[config.mk]
export PLATFORM = sky130hd
export DESIGN_NAME = reg_writeback_queue
export DESIGN_NICKNAME = d
export VERILOG_FILES = /design/src/rtl/reg_writeback_queue.sv
export SDC_FILE = /design/constraint.sdc
export NUM_CORES = 1
export LEC_CHECK = 0
export ABC_CLOCK_PERIOD_IN_PS = 3800
export BUFFER_PORTS_ARGS = -buffer_cell sky130_fd_sc_hd__buf_2
export CAP_MARGIN = 0
export CORE_ASPECT_RATIO = 0.7
export CORE_MARGIN = 1
export CORE_UTILIZATION = 61
export CTS_CLUSTER_SIZE = 28
export DETAILED_ROUTE_END_ITERATION = 7
export PLACE_DENSITY = 0.87
export SYNTH_ARGS = -nofsm -noshare
export SYNTH_HDL_FRONTEND = slang
export SYNTH_SLANG_ARGS = --single-unit
[constraint.sdc]
create_clock -name clk -period 3.8 [get_ports clk]
set_input_delay 0.76 -clock clk [delete_from_list [all_inputs] [get_ports clk]]
set_output_delay 0.76 -clock clk [all_outputs]
set_load 0.02 [all_outputs]
[src/rtl/reg_writeback_queue.sv]
// Register-file write-back queue: merges ALU and load results into one
// in-order FIFO that drains through a single register-file write port.
module reg_writeback_queue #(
  parameter int DEPTH = 4
) (
  input  logic                     clk,
  input  logic                     reset,
  input  logic                     alu_valid,
  input  logic [4:0]               alu_addr,
  input  logic [31:0]              alu_data,
  output logic                     alu_ready,
  input  logic                     mem_valid,
  input  logic [4:0]               mem_addr,
  input  logic [31:0]              mem_data,
  output logic                     mem_ready,
  input  logic                     wr_stall,
  input  logic                     flush,
  output logic                     we,
  output logic [4:0]               addr3,
  output logic [31:0]              WD3,
  output logic [31:0]              pending,
  output logic [$clog2(DEPTH):0]   count,
  output logic                     full,
  output logic                     empty
);

  localparam int AW = $clog2(DEPTH);
  localparam int CW = AW + 1;

  logic [4:0]    addr_mem_q [DEPTH];
  logic [31:0]   data_mem_q [DEPTH];
  logic [AW-1:0] head_q, head_d;
  logic [AW-1:0] tail_q, tail_d;
  logic [CW-1:0] count_q, count_d;

  logic          pop_s;
  logic          slot_free_s;
  logic          push_s;
  logic [4:0]    enq_addr_s;
  logic [31:0]   enq_data_s;
  logic [31:0]   pending_s;

  // Handshake, arbitration and write-port drive
  always_comb begin
    empty       = (count_q == {CW{1'b0}});
    full        = (count_q == CW'(DEPTH));
    count       = count_q;
    pop_s       = !empty && !wr_stall && !flush;
    slot_free_s = (count_q < CW'(DEPTH)) || pop_s;
    mem_ready   = !flush && slot_free_s;
    alu_ready   = !flush && !mem_valid && slot_free_s;
    we          = pop_s;
    if (mem_valid) begin
      enq_addr_s = mem_addr;
      enq_data_s = mem_data;
    end else begin
      enq_addr_s = alu_addr;
      enq_data_s = alu_data;
    end
    // Address 0 completes the handshake but is never stored.
    push_s = ((mem_valid && mem_ready) || (alu_valid && alu_ready)) && (enq_addr_s != 5'd0);
    if (empty) begin
      addr3 = 5'd0;
      WD3   = 32'd0;
    end else begin
      addr3 = addr_mem_q[head_q];
      WD3   = data_mem_q[head_q];
    end
  end

  // Pointer and occupancy next-state
  always_comb begin
    head_d  = head_q;
    tail_d  = tail_q;
    count_d = count_q;
    if (flush) begin
      head_d  = {AW{1'b0}};
      tail_d  = {AW{1'b0}};
      count_d = {CW{1'b0}};
    end else begin
      if (pop_s) begin
        head_d = head_q + AW'(1);
      end else begin
        head_d = head_q;
      end
      if (push_s) begin
        tail_d = tail_q + AW'(1);
      end else begin
        tail_d = tail_q;
      end
      case ({push_s, pop_s})
        2'b10:   count_d = count_q + CW'(1);
        2'b01:   count_d = count_q - CW'(1);
        default: count_d = count_q;
      endcase
    end
  end

  // Pending-register scoreboard over the live window head..head+count-1
  always_comb begin
    pending_s = 32'd0;
    for (int k = 0; k < DEPTH; k++) begin
      if (CW'(k) < count_q) begin
        pending_s[addr_mem_q[head_q + AW'(k)]] = 1'b1;
      end else begin
        pending_s = pending_s;
      end
    end
    pending = {pending_s[31:1], 1'b0};
  end

  // Queue state and entry storage
  always_ff @(posedge clk or negedge reset) begin
    if (!reset) begin
      head_q  <= {AW{1'b0}};
      tail_q  <= {AW{1'b0}};
      count_q <= {CW{1'b0}};
      for (int k = 0; k < DEPTH; k++) begin
        addr_mem_q[k] <= 5'd0;
        data_mem_q[k] <= 32'd0;
      end
    end else begin
      head_q  <= head_d;
      tail_q  <= tail_d;
      count_q <= count_d;
      if (push_s) begin
        addr_mem_q[tail_q] <= enq_addr_s;
        data_mem_q[tail_q] <= enq_data_s;
      end
    end
  end

endmodule

==> impl_metrics.json <==
{
  "arrival_ns": 2.96,
  "period_share_pct": 98.0,
  "antenna_left": 0,
  "yosysTopAreaCellShare_pct": 43.9,
  "initial_core_util_pct": 63.0,
  "yosys.area.top_type": "dfrtp_1",
  "drv_cap": 0,
  "dieWidth_um": 146,
  "rows": 36,
  "critPathMaxFanout": 26,
  "grt_use_total_pct": 33.6,
  "dr.pass1.iters": 7,
  "synthFlopType": "dfrtp_1",
  "grt_start_max_net_pins": 86,
  "final_common_cell": "nand2_1",
  "run_status": "completed",
  "cts_buffer_depth": 2,
  "insertion_delay_ns": 0.41,
  "drive_gt1_share_pct": 27.3,
  "hpwl_um": 16500,
  "synth.area.top_cells": "dfrtp_1 44%, mux4_2 13%, o21ai_0 8.5%, nand2_1 7.9%, mux2i_1 4.4%",
  "wl_um": 24200,
  "p_sw_mw": 3.59,
  "final_cells": 1226,
  "synth-seq-cells": 155,
  "final_util_pct": 73.6,
  "cts_tree": "yes",
  "fp.dieH_um": 103,
  "maxSlewViolCount": 0,
  "ioPinCount": 157,
  "htreeDepth": 4,
  "timing.hold.ws_ns": 0.383,
  "fill_cells": 978,
  "async_reset_ff_share_pct": 100,
  "end_kind": "primary output",
  "clk_pin_slew_ns": 0.06,
  "leakagePower_nw": 4.81,
  "intPower_mw": 4.76,
  "switching_share_pct": 43.0,
  "ctsRootBufferMaster": "clkbuf_16",
  "hp-class": "input port to asynchronous set/reset pin",
  "area_growth_pct": 16.7,
  "cts_hold_buf": 0,
  "finClkSkew_ns": 0.00961,
  "portBuffers": 155,
  "final_nets": 1110,
  "setup_violations": 0,
  "clkPwrFrac_pct": 18.5,
  "drt_iter0_drc": 1066,
  "syn-num-nets": 974,
  "routedWlPerCell_um": 19.7,
  "worstPathRequired_ns": 3.04,
  "vias": 7786,
  "maxSlewHeadroom_pct": 49.6,
  "synth_cell_type_count": 54,
  "cts_resized": 0,
  "critPathKind": "flip-flop to primary output",
  "grt_pass1_wl_um": 38300,
  "grt_setup_unrepaired": "false",
  "diodes": 0,
  "grt_pass1_vias": 7359,
  "hold_viol_final": 0,
  "synth-edff-count": 0,
  "coreArea_um2": 14000,
  "period_minus_slack_ns": 3.72,
  "pwr_density_cell_nw_per_um2": 811,
  "fin_tns_setup_ns": 0,
  "final_cell_mix": "187 x nand2_1, 154 x buf_2, 153 x dfrtp_1, 150 x o21ai_0",
  "place_ws_ns": 0.532,
  "max_slew.worst_pin.slew_ns": 0.755,
  "max_freq_mhz": 269,
  "drc": 0,
  "worstSetupStartpointType": "flip-flop",
  "grt-ovfl-total": 0,
  "die-area_um2": 15000,
  "syn_area_um2": 8830,
  "p_comb_share_pct": 47.8,
  "yosysSeqAreaShare_pct": 43.9,
  "post_drt_via_cell_ratio": 6.35,
  "ir_worst_vdd_uv": 415,
  "avgSynthCellArea_um2": 9.96,
  "place_inst": 1194,
  "synth_warnings": 0,
  "cts_sinks": 155,
  "antenna_found_initial": 0,
  "setup_ws_ns": 0.0769,
  "cts_buffers": 17,
  "cts_setup_buffers": 0,
  "synthCells": 887,
  "p_seq_share_pct": 33.7,
  "gp_congestion": 1.13
}
## cell usage after synthesis, types with 6 or more instances
cell type	count
dfrtp_1	155
inv_1	8
o211ai_1	6
nand3_1	11
and2_1	11
nor2_1	32
buf_2	10
nand2b_1	8
a32oi_1	7
mux4_2	50
clkbuf_1	42
o21ai_0	150
ha_1	7
nor2b_1	51
a22oi_1	39
nand2_1	187
mux2i_1	39
## critical path: stages (launching register included)
cell and delay, ns:
dfrtp_4 0.69, mux4_1 0.86, and2_1 0.34, a32o_1 0.24, a221o_1 0.25, buf_2 0.16
## kinds of logic (layout without fill, tap and decap cells)
family	count (synthesis)	in the layout	share of synthesized area, %
buffers and inverters	68	217	3.46
XOR/XNOR	5	5	0.496
multiplexers	93	93	18.0
flip-flops	155	155	43.9
AO/OA/AOI/OAI	214	214	14.2
other	1	1	0.0425
AND/OR/NAND/NOR	344	344	18.9
adder cells (fa/ha/maj)	7	7	0.992
## power by group through the flow
stage / logic, mW / clock network [mW] / registers [mW]
global route: 4.27 / 1.61 / 2.91
detailed placement: 3.84 / 0 / 2.81
global placement: 3.80 / 0 / 2.76
floorplan: 2.85 / 0 / 2.59
finish: 3.99 / 1.54 / 2.82
CTS: 3.89 / 1.55 / 2.81
## layout make-up
type                    instances  area [um2]  area share [%]
multi-input cells             664        4660            45.2
flip-flops and latches        155        3890            37.7
repair buffers                177         947            9.19
clock buffers                  20         457            4.43
well taps                     190         238            2.31
clock inverters                12        90.1           0.874
inverters                       8        30.0           0.291
## state kept, by name (all words and copies together) (netlist names)
signal / cells
data_mem_q: 128
count: 3
tail_q: 2
addr_mem_q: 20
head_q: 2
## metal layers
metal	part of all wire, %	up-vias	GRT usage [%]
li1	-	3440	-
met1	41	3791	47.3
met2	45	483	52.3
met3	12	72	8.14
met4	2.4	0	10.4
met5	0	-	1.56
## through the flow
stage	total power, mW	area [um2]
finish	8.35	10300
global route	8.79	10300
CTS	8.24	10300
detailed placement	6.66	9750
global placement	6.56	9750
floorplan	5.44	8830
## worst paths after layout
check                               start  slack [ns]  depth (start not counted)        endpoint
setup / recovery                head_q[0]        0.08                          5     pending[15]
hold / removal                      reset        0.38                          1  data_mem_q[75]
setup reg to reg                 count[0]        1.42                          6        count[1]
hold reg to reg            data_mem_q[13]        0.48                          2  data_mem_q[13]
max in group asynchronous           reset        2.53                          2  data_mem_q[62]
min in group clk           data_mem_q[13]        0.48                          2  data_mem_q[13]
No activity file was read; power rests on OpenSTA's default activity.
